`src/rtl/apb3_tick_sched_pkg.sv`:
```
// Shared definitions for the APB3 tick scheduler: register offsets, bit
// positions, FSM encoding and small address-decode helpers.
package apb3_tick_sched_pkg;

    localparam logic [15:0] OFF_CTRL      = 16'h0000;
    localparam logic [15:0] OFF_IRQ_EN    = 16'h0004;
    localparam logic [15:0] OFF_PEND      = 16'h0008;
    localparam logic [15:0] OFF_STATUS    = 16'h000C;
    localparam logic [15:0] OFF_CFG_BASE  = 16'h0010;
    localparam logic [15:0] OFF_CNT_DELTA = 16'h0004;
    localparam int          CH_STRIDE     = 8;

    // Only PADDR[5:2] is decoded, so channel windows past word 15 alias the
    // global registers and are treated as unmapped.
    localparam int MAX_MAPPED_CH = 6;

    localparam int CTRL_GEN_BIT     = 0;
    localparam int CTRL_PRESC_LSB   = 8;
    localparam int CTRL_PRESC_W     = 8;
    localparam int STATUS_BUSY_BIT  = 0;
    localparam int STATUS_OVR_BIT   = 1;
    localparam int CFG_EN_BIT       = 16;
    localparam int CFG_PERIODIC_BIT = 17;

    localparam int IDX_W = 3;

    typedef enum logic {
        ST_IDLE = 1'b0,
        ST_SCAN = 1'b1
    } sched_state_t;

    function automatic logic [3:0] word_of(input logic [15:0] off);
        return off[5:2];
    endfunction

    function automatic logic [3:0] cfg_word(input int n);
        logic [15:0] off;
        off = OFF_CFG_BASE + 16'(n * CH_STRIDE);
        return off[5:2];
    endfunction

    function automatic logic [3:0] cnt_word(input int n);
        logic [15:0] off;
        off = OFF_CFG_BASE + 16'(n * CH_STRIDE) + OFF_CNT_DELTA;
        return off[5:2];
    endfunction

endpackage

```
`src/rtl/apb3_tick_scheduler_tick_prescaler.sv`:
```
// Tick prescaler: lets every (presc+1)-th accepted tick launch a scan.
// Only instantiated when TICK_SCHED_PRESCALE_EN is defined.
module tick_prescaler
    import apb3_tick_sched_pkg::*;
(
    input  logic                    io_apb_PCLK,
    input  logic                    io_apb_PRESET,
    input  logic                    tick_ok,
    input  logic [CTRL_PRESC_W-1:0] presc,
    input  logic                    clear,
    output logic                    fire
);

    logic [CTRL_PRESC_W-1:0] count;

    // An accepted tick fires once the counter has caught up with the divider.
    always_comb begin
        fire = tick_ok && (count == presc);
    end

    // Count accepted ticks, wrapping on fire; a CTRL write restarts the count.
    always_ff @(posedge io_apb_PCLK or posedge io_apb_PRESET) begin
        if (io_apb_PRESET) begin
            count <= '0;
        end else if (clear) begin
            count <= '0;
        end else if (tick_ok) begin
            count <= fire ? '0 : count + 1'b1;
        end
    end

endmodule

```
`src/rtl/apb3_tick_scheduler.sv`:
```
// APB3 tick scheduler: multiplexes one tick pulse into CHANNELS software
// timers using a single shared decrementer that scans channels in turn.
// Optional feature macro: TICK_SCHED_PRESCALE_EN (CTRL[15:8] tick divider).
module apb3_tick_scheduler
    import apb3_tick_sched_pkg::*;
#(
    parameter int CHANNELS = 4,
    parameter int CNT_W    = 16
) (
    input  logic        io_apb_PCLK,
    input  logic        io_apb_PRESET,
    input  logic [15:0] io_apb_PADDR,
    input  logic        io_apb_PSEL,
    input  logic        io_apb_PENABLE,
    input  logic        io_apb_PWRITE,
    input  logic [31:0] io_apb_PWDATA,
    output logic        io_apb_PREADY,
    output logic [31:0] io_apb_PRDATA,
    output logic        io_apb_PSLVERROR,
    input  logic        tick_in,
    output logic        interrupt
);

    logic                gen;
    logic [CHANNELS-1:0] irq_en;
    logic [CHANNELS-1:0] pend;
    logic                ovr;
    logic [CHANNELS-1:0] en;
    logic [CHANNELS-1:0] periodic;
    logic [CNT_W-1:0]    reload [CHANNELS];
    logic [CNT_W-1:0]    cnt    [CHANNELS];

    sched_state_t     state, state_next;
    logic [IDX_W-1:0] idx, idx_next;

    logic                wr_en, rd_en;
    logic [3:0]          word;
    logic                ctrl_wr, irq_wr, pend_wr, status_wr;
    logic [CHANNELS-1:0] cfg_wr;
    logic [CHANNELS-1:0] step_sel;
    logic [CHANNELS-1:0] expire;
    logic                step_now;
    logic                tick_ok;
    logic                launch;
    logic                ovr_set;
    logic                unused_bits;

    assign io_apb_PREADY    = 1'b1;
    assign io_apb_PSLVERROR = 1'b0;
    assign unused_bits      = ^{io_apb_PADDR[15:6], io_apb_PADDR[1:0], io_apb_PWDATA};

`ifdef TICK_SCHED_PRESCALE_EN
    logic [CTRL_PRESC_W-1:0] presc;
    logic                    presc_fire;

    tick_prescaler u_prescaler (
        .io_apb_PCLK   (io_apb_PCLK),
        .io_apb_PRESET (io_apb_PRESET),
        .tick_ok       (tick_ok),
        .presc         (presc),
        .clear         (ctrl_wr),
        .fire          (presc_fire)
    );

    // Keep the divider setting in CTRL[15:8].
    always_ff @(posedge io_apb_PCLK or posedge io_apb_PRESET) begin
        if (io_apb_PRESET) begin
            presc <= '0;
        end else if (ctrl_wr) begin
            presc <= io_apb_PWDATA[CTRL_PRESC_LSB +: CTRL_PRESC_W];
        end
    end
`endif

    // Decode the APB access into per-register write strobes and scan controls.
    always_comb begin
        wr_en     = io_apb_PSEL && io_apb_PENABLE && io_apb_PWRITE;
        rd_en     = io_apb_PSEL && io_apb_PENABLE && !io_apb_PWRITE;
        word      = io_apb_PADDR[5:2];
        ctrl_wr   = wr_en && (word == word_of(OFF_CTRL));
        irq_wr    = wr_en && (word == word_of(OFF_IRQ_EN));
        pend_wr   = wr_en && (word == word_of(OFF_PEND));
        status_wr = wr_en && (word == word_of(OFF_STATUS));
        tick_ok   = tick_in && gen && (state == ST_IDLE);
`ifdef TICK_SCHED_PRESCALE_EN
        launch    = presc_fire;
`else
        launch    = tick_ok;
`endif
        ovr_set   = tick_in && (state == ST_SCAN);
        step_now  = (state == ST_SCAN) && gen;
        cfg_wr    = '0;
        step_sel  = '0;
        expire    = '0;
        for (int n = 0; n < CHANNELS; n++) begin
            cfg_wr[n]   = wr_en && (n < MAX_MAPPED_CH) && (word == cfg_word(n));
            step_sel[n] = step_now && (idx == IDX_W'(n)) && en[n]
                          && (reload[n] != '0) && !cfg_wr[n];
            expire[n]   = step_sel[n] && (cnt[n] <= CNT_W'(1));
        end
    end

    // Global control, interrupt enables and sticky status flags.
    always_ff @(posedge io_apb_PCLK or posedge io_apb_PRESET) begin
        if (io_apb_PRESET) begin
            gen    <= 1'b0;
            irq_en <= '0;
            pend   <= '0;
            ovr    <= 1'b0;
        end else begin
            if (ctrl_wr) begin
                gen <= io_apb_PWDATA[CTRL_GEN_BIT];
            end
            if (irq_wr) begin
                irq_en <= io_apb_PWDATA[CHANNELS-1:0];
            end
            pend <= (pend & ~(pend_wr ? io_apb_PWDATA[CHANNELS-1:0] : '0)) | expire;
            ovr  <= (ovr & ~(status_wr && io_apb_PWDATA[STATUS_OVR_BIT])) | ovr_set;
        end
    end

    // Channel configuration and counters; a CFG write overrides a same-cycle step.
    always_ff @(posedge io_apb_PCLK or posedge io_apb_PRESET) begin
        if (io_apb_PRESET) begin
            en       <= '0;
            periodic <= '0;
            for (int n = 0; n < CHANNELS; n++) begin
                reload[n] <= '0;
                cnt[n]    <= '0;
            end
        end else begin
            for (int n = 0; n < CHANNELS; n++) begin
                if (cfg_wr[n]) begin
                    reload[n]   <= io_apb_PWDATA[CNT_W-1:0];
                    cnt[n]      <= io_apb_PWDATA[CNT_W-1:0];
                    en[n]       <= io_apb_PWDATA[CFG_EN_BIT];
                    periodic[n] <= io_apb_PWDATA[CFG_PERIODIC_BIT];
                end else if (step_sel[n]) begin
                    if (cnt[n] > CNT_W'(1)) begin
                        cnt[n] <= cnt[n] - CNT_W'(1);
                    end else if (periodic[n]) begin
                        cnt[n] <= reload[n];
                    end else begin
                        cnt[n] <= '0;
                        en[n]  <= 1'b0;
                    end
                end
            end
        end
    end

    // Scan FSM state and channel index registers.
    always_ff @(posedge io_apb_PCLK or posedge io_apb_PRESET) begin
        if (io_apb_PRESET) begin
            state <= ST_IDLE;
            idx   <= '0;
        end else begin
            state <= state_next;
            idx   <= idx_next;
        end
    end

    // Next-state logic: one channel per SCAN cycle, abort when GEN drops.
    always_comb begin
        state_next = state;
        idx_next   = idx;
        case (state)
            ST_IDLE: begin
                if (launch) begin
                    state_next = ST_SCAN;
                    idx_next   = '0;
                end
            end
            ST_SCAN: begin
                if (!gen || (idx == IDX_W'(CHANNELS - 1))) begin
                    state_next = ST_IDLE;
                end else begin
                    idx_next = idx + 1'b1;
                end
            end
            default: begin
                state_next = ST_IDLE;
            end
        endcase
    end

    // Combinational read mux; zero outside a read access phase.
    always_comb begin
        io_apb_PRDATA = '0;
        if (rd_en) begin
            if (word == word_of(OFF_CTRL)) begin
                io_apb_PRDATA[CTRL_GEN_BIT] = gen;
`ifdef TICK_SCHED_PRESCALE_EN
                io_apb_PRDATA[CTRL_PRESC_LSB +: CTRL_PRESC_W] = presc;
`endif
            end else if (word == word_of(OFF_IRQ_EN)) begin
                io_apb_PRDATA[CHANNELS-1:0] = irq_en;
            end else if (word == word_of(OFF_PEND)) begin
                io_apb_PRDATA[CHANNELS-1:0] = pend;
            end else if (word == word_of(OFF_STATUS)) begin
                io_apb_PRDATA[STATUS_BUSY_BIT] = (state == ST_SCAN);
                io_apb_PRDATA[STATUS_OVR_BIT]  = ovr;
            end else begin
                for (int n = 0; n < CHANNELS; n++) begin
                    if (n < MAX_MAPPED_CH) begin
                        if (word == cfg_word(n)) begin
                            io_apb_PRDATA                   = 32'(reload[n]);
                            io_apb_PRDATA[CFG_EN_BIT]       = en[n];
                            io_apb_PRDATA[CFG_PERIODIC_BIT] = periodic[n];
                        end else if (word == cnt_word(n)) begin
                            io_apb_PRDATA = 32'(cnt[n]);
                        end
                    end
                end
            end
        end
    end

    // Interrupt is a pure function of flops, so it cannot glitch.
    always_comb begin
        interrupt = |(pend & irq_en);
    end

endmodule

```
`config.mk`:
```
export PLATFORM = sky130hd
export DESIGN_NAME = apb3_tick_scheduler
export DESIGN_NICKNAME = d
export VERILOG_FILES = /design/src/rtl/apb3_tick_sched_pkg.sv /design/src/rtl/apb3_tick_scheduler_tick_prescaler.sv /design/src/rtl/apb3_tick_scheduler.sv
export SDC_FILE = /design/constraint.sdc
export NUM_CORES = 1
export LEC_CHECK = 0
export ABC_CLOCK_PERIOD_IN_PS = 4800
export BUFFER_PORTS_ARGS = -buffer_cell sky130_fd_sc_hd__clkbuf_2
export CELL_PAD_IN_SITES_DETAIL_PLACEMENT = 1
export CELL_PAD_IN_SITES_GLOBAL_PLACEMENT = 1
export CORE_MARGIN = 5
export CORE_UTILIZATION = 41
export DETAILED_ROUTE_END_ITERATION = 6
export MAX_ROUTING_LAYER = met4
export PLACE_DENSITY_LB_ADDON = 0.1
export SYNTH_ARGS = -nofsm -noshare
export SYNTH_HDL_FRONTEND = slang
export SYNTH_SLANG_ARGS = --single-unit
```
`constraint.sdc`:
```
create_clock -name io_apb_PCLK -period 4.8 [get_ports io_apb_PCLK]
set_clock_uncertainty 0.05 [all_clocks]
set_input_delay 0.96 -clock io_apb_PCLK [delete_from_list [all_inputs] [get_ports io_apb_PCLK]]
set_output_delay 0.96 -clock io_apb_PCLK [all_outputs]
set_load 0.005 [all_outputs]
```
# Word level (Yosys, flattened, before mapping)
# Index checks and enable logic that the tools add are counted.
# word_totals
reg_bits,150
latch_bits,0
ram_bits,0
romBits,0
in_bits,54
output_inout_bits,35
word_cells,182
memories,0
# op_classes
addsub,5
multipliers,0
div,0
order_cmp,8
n_eq_ne,24
n_shift,0
mux,56
n_bitwise,8
reduce_logical,59
# op_table
operator,n
$mux 16,17
$mux 32,7
$gt 16x1->1 const B,4
$le 16x1->1 const B,4
$reduce_bool 16->1,4
$sub 16x1->16 const B,4
$mux 28,2
$logic_and 1x1->1,36
$mux 31,1
$mux 30,1
$mux 1,19
$mux 18,1
$eq 4x3->1 const B,4
$eq 4x4->1 const B,4
$mux 4,3
$ne 2x2->1 const B,6
$reduce_and 3->1,4
$and 4x4->4,2
$eq 4x2->1 const B,2
$ne 2x1->1 const B,4
$reduce_bool 2->1,4
$eq 3x2->1 const B,2
$logic_not 1->1,6
$mux 3,2
other kinds (16),17

# Logic depth before layout (Yosys ltp)
# logic_depth
depth_word,14
depth_mapped,10
mapped_depth_nobuf,8

# Worst setup path after synthesis
# Ideal clock, no wire load.
# synth_timing
path_kind,input -> output
startpoint,input io_apb_PADDR[2]
endpoint,output io_apb_PRDATA[10]
t_arrival_ns,2.587
setup_slack_ns,1.203
cell_stages,6
path_buffers,4
cell_sequence,buf_2 -> buf_2 -> clkbuf_1 -> clkbuf_1 -> mux2i_1 -> a221oi_1
# synth_via
elab_chain_len,14
# synth_lines
item,line,text
"start, declared",apb3_tick_scheduler.sv:12,"input logic [15:0] io_apb_PADDR,"
$eq 4x3->1,apb3_tick_scheduler.sv:210,end else if (word == cnt_word(n)) begin
$mux 16,apb3_tick_scheduler.sv:210,
$mux 18,apb3_tick_scheduler.sv:206,if (word == cfg_word(n)) begin
$mux 32,apb3_tick_scheduler.sv:210,
$mux 32,apb3_tick_scheduler.sv:206,
$mux 32,apb3_tick_scheduler.sv:210,
$mux 32,apb3_tick_scheduler.sv:206,
$mux 32,apb3_tick_scheduler.sv:210,
$mux 32,apb3_tick_scheduler.sv:206,
$mux 30,apb3_tick_scheduler.sv:200,end else if (word == word_of(OFF_STATUS)) begin
$mux 28,apb3_tick_scheduler.sv:198,end else if (word == word_of(OFF_PEND)) begin
$mux 28,apb3_tick_scheduler.sv:196,end else if (word == word_of(OFF_IRQ_EN)) begin
$mux 31 *,apb3_tick_scheduler.sv:191,if (word == word_of(OFF_CTRL)) begin
$mux 32 *,apb3_tick_scheduler.sv:190,if (rd_en) begin
"end, declared",apb3_tick_scheduler.sv:18,"output logic [31:0] io_apb_PRDATA,"
# Mark *: on every way between the ends. The rest lies on a longest branch, timed or not.

# Worst setup path in the final report
# layout_timing
startpoint,input io_apb_PADDR[2]
endpoint,output io_apb_PRDATA[3]
# layout_via
elab_chain_len,14
# layout_lines
item,line
$eq 4x3->1,apb3_tick_scheduler.sv:210
$mux 16,apb3_tick_scheduler.sv:210
$mux 18,apb3_tick_scheduler.sv:206
$mux 32,apb3_tick_scheduler.sv:210
$mux 32,apb3_tick_scheduler.sv:206
$mux 32,apb3_tick_scheduler.sv:210
$mux 32,apb3_tick_scheduler.sv:206
$mux 32,apb3_tick_scheduler.sv:210
$mux 32,apb3_tick_scheduler.sv:206
$mux 30,apb3_tick_scheduler.sv:200
$mux 4,apb3_tick_scheduler.sv:198
$mux 4,apb3_tick_scheduler.sv:196
$mux 31 *,apb3_tick_scheduler.sv:191
$mux 32 *,apb3_tick_scheduler.sv:190
# Marks and branches as above.

==> results.env <==
DETAIL_ROUTE.DRC_VIOLATIONS=0
INSERTION_DELAY_NS=0.44
SYNTH-MAIN-FF-CELL='dfrtp_1'
POWER_DENSITY_nW_PER_UM2=360
WORSTPATHCELLLIST='buf_2, a211oi_1, nor4_1, a21oi_1, a2111oi_0, clkbuf_2'
GLOBALROUTE.TOTALOVERFLOW=0
YS_FF_LATCH=150
HTREE_LEVELS=4
TIMING.CRITICAL_PATH.FANOUT_MAX=30
INITIAL_ANTENNA_VIOLATION_COUNT=0
IRDROPWORSTVDD_mV=0.191
CRITPATHREQUIREDTIME_NS=3.79
SYNTHARSTFLOPSHARE_PCT=100
CTSROOTBUFFERMASTER='clkbuf_16'
ROUTED_WIRELENGTH_UM=37500
SLEW_HEADROOM_PCT=22.8
MAXCLOCKFREQUENCY_MHz=251
HOLD_PATH.STARTPOINT='ovr'
CRIT_PATH_END_KIND='output port'
FINALWEIGHTEDCONGESTION=0.946
SYNTH_EDF_COUNT=0
POST-LAYOUT-TOTAL-POWER_mW=3.93
YS_SEQ_AREA_SHARE_PCT=38.0
FILL_CELLS=2922
POST_CTS_RESIZED=0
GRT_UTIL_ALL_LAYERS_PCT=28.7
HOLD_VIOL=0
CRITICAL_PATH.SLOWEST_CELL='a2111oi_0'
DP_HPWL_UM=26700
WORST_HOLD_PATH.ENDPOINT='ovr'
LAYOUTNONFILLERINSTCOUNT=1548
GRT_PASS1_VIAS=9595
SYNTH_AREA_PER_CELL_UM2=8.17
R2R_SLACK_NS=1.79
SYNTH-WARNING-COUNT=0
NUM-NETS-FINAL=1284
AREA_DELTA_SYNTH_FINAL_PCT=10.5
BUFFER_PORTS.INSERTED=46
POST_SYNTH_INST_COUNT=1208
DETAILED_ROUTE_ITER0_VIOLATIONS=674
DIODES=0
FINALMAXSLEWVIOLATIONS=0
CTS.REPAIR_TIMING.SETUP_BUFFER_COUNT=0
ROW_COUNT=56
GLOBAL_ROUTE_WIRE_LENGTH_BEFORE_REPAIR_UM=57600
MIN_PATH_TYPE='reg -> reg'
RESULT_OF_THE_RUN='finished, final reports clean'
FINAL.PERIOD_UTILIZATION_PCT=83.1
CORE_REGION_AREA_UM2=23600
TRITONCTS='yes'
PLACE.DETAILED.INSTANCES=1517
POST_DRT_WL_PER_CELL_UM=24.2
FINAL_LAYOUT_SIZE_SUFFIX_GT1_SHARE_PCT=12.8
TIMING.CRITICAL_PATH.MAX_DELAY_FAMILY='compound AO/OA/AOI/OAI gates'
WORST_PIN_SLEW_NS=1.16
VIA_COUNT=9489
CATEGORY_OF_THE_CRITICAL_SETUP_TIMING_PATH='in -> out'
ANT_NETS=0
RSZ0062_AT_GRT='false'
R2R.WORST_PATH.CELLS=6
CLOCK-SINKS=150
MAXIMUM_NUMBER_OF_PINS_ON_ONE_NET_BEFORE_GLOBAL_ROUTE_REPAIR=59
FINALSETUPVIOLCOUNT=0
SYNTHDISTINCTLIBCELLS=70
SETUP-TNS-FINAL_NS=0
CRITPATHLAUNCHTYPE='input pin'
CP.ARRIVAL_NS=2.98
VIA_PER_INST=6.13
FLOORPLAN.IO_PINS=89
CRITICAL_PATH.REG2REG.STARTPOINT='cnt[58]'
CLKTRANSATPATHREGS_NS=0.07
CTS_MADE_BUFFERS=17
DIE_H_UM=165
REG2REG_TO='cnt[56]'
SYNTH_AREA_UM2=9870
CTS-HOLD-FIX-BUFFERS=0
DETAIL_ROUTE.FIRST_PASS.ITERATIONS=5
FINALWORSTPATHREQUIREDPERIOD_NS=3.99
DIEAREA_UM2=27300
POWER.STATIC_LEAKAGE_nW=4.65
FP.DIEW_UM=165
CAP_VIOL_MAX_COUNT=0
MIN_DELAY_PATH_DEPTH=1
WORST_PATH_LARGEST_CELL_DELAY_NS=0.70
CRITICAL_PATH.N_BUFFERS_INVERTERS=2
CTS_MAX_PATH_BUFFERS=2
START_UTIL_PCT=41.8
## final cells by class
cell class	instances	area, µm²	share of cell area [%]
Clock inverter	11	148	1.35
Clock buffer	20	457	4.19
Sequential cell	150	3750	34.4
Inverter	20	78.8	0.723
Multi-Input combinational cell	954	5610	51.4
Timing Repair Buffer	74	465	4.27
Tap cell	319	399	3.66
## how the worst max path moves through the flow
stage / from / endpoint / slack, ns / cells after the start
2_1_floorplan: io_apb_PADDR[2] / io_apb_PRDATA[10] / 1.20 / 6
3_3_place_gp: io_apb_PADDR[2] / io_apb_PRDATA[3] / 0.77 / 6
3_5_place_dp: io_apb_PADDR[2] / io_apb_PRDATA[3] / 0.84 / 6
4_1_cts: io_apb_PADDR[5] / io_apb_PRDATA[1] / 0.83 / 9
5_1_grt: io_apb_PADDR[2] / io_apb_PRDATA[3] / 0.62 / 6
6_report: io_apb_PADDR[2] / io_apb_PRDATA[3] / 0.81 / 6
## kinds of logic after synthesis
family	synth area share, %
buf+inv	5.83
xor+xnor	1.60
flops	38.0
other cells	0.0761
compound gates	19.9
simple gates	24.9
fa+ha+maj	1.65
mux	7.95
## power breakdown
group          switching (mW)  internal, mW  total, mW
registers               0.304          1.45       1.75
clock network           0.578         0.844       1.42
logic                   0.441         0.318      0.758
total                    1.32          2.61       3.93
## synth_stat cells (9+ instances only)
cell type | number | area share, %
nor2b_1 | 10 | 0.63
nor4_1 | 31 | 2.0
inv_1 | 20 | 0.76
buf_4 | 18 | 1.4
nand2_1 | 292 | 11
a21oi_1 | 65 | 3.3
mux2_2 | 16 | 1.8
nand2b_1 | 13 | 0.82
a311oi_1 | 11 | 0.98
xor2_1 | 11 | 0.98
clkbuf_1 | 57 | 2.2
ha_1 | 13 | 1.6
o22ai_1 | 16 | 1.0
nor3_1 | 24 | 1.2
nor2_1 | 84 | 3.2
buf_2 | 11 | 0.56
a31oi_1 | 9 | 0.57
mux4_2 | 15 | 3.4
a221oi_1 | 11 | 0.98
a22oi_1 | 22 | 1.7
or3_1 | 12 | 0.76
o21ai_0 | 97 | 4.9
dfrtp_1 | 150 | 38
nand4_1 | 11 | 0.70
mux2i_1 | 24 | 2.4
nand3_1 | 20 | 1.0
## state kept, by name (all words and copies together) (netlist names)
| signal | cells |
|---|---|
| reload | 64 |
| idx | 3 |
| en | 4 |
| pend | 4 |
| state | 1 |
| gen | 1 |
| periodic | 4 |
| irq_en | 4 |
| cnt | 64 |
| ovr | 1 |
## through the flow
stage / setup WS [ns] / instance area [µm²] / utilization [%] / hold slack [ns]
finish: 0.810 / 10900 / 46.2 / 0.456
global route: 0.618 / 10900 / 46.2 / 0.481
CTS: 0.834 / 10900 / 46.2 / 0.468
detailed placement: 0.844 / 10300 / 43.6 / 0.454
global placement: 0.768 / 10300 / 43.6 / 0.445
floorplan: 1.20 / 9920 / - / 0.411
## per-layer routing
layer | global-route usage [%] | vias up | share of wire, %
met5 | - | - | 0
met4 | 11.2 | 0 | 3.8
met3 | 4.27 | 71 | 4.4
met2 | 46.2 | 254 | 48
met1 | 36.7 | 4837 | 44
li1 | - | 4327 | -
## cell usage in the layout, fill, tap and decap left out, types with 17 or more instances in the layout
| cell type | synthesis | layout |
|---|---|---|
| nand2_1 | 292 | 292 |
| dfrtp_1 | 150 | 150 |
| o21ai_0 | 97 | 97 |
| nor2_1 | 84 | 80 |
| a21oi_1 | 65 | 65 |
| clkbuf_2 | 0 | 45 |
| nor4_1 | 31 | 30 |
| buf_4 | 18 | 26 |
| mux2i_1 | 24 | 24 |
| nor3_1 | 24 | 24 |
| a22oi_1 | 22 | 22 |
| nand3_1 | 20 | 20 |
| inv_1 | 20 | 19 |
| clkbuf_16 | 0 | 17 |
No activity file was read; power rests on OpenSTA's default activity.
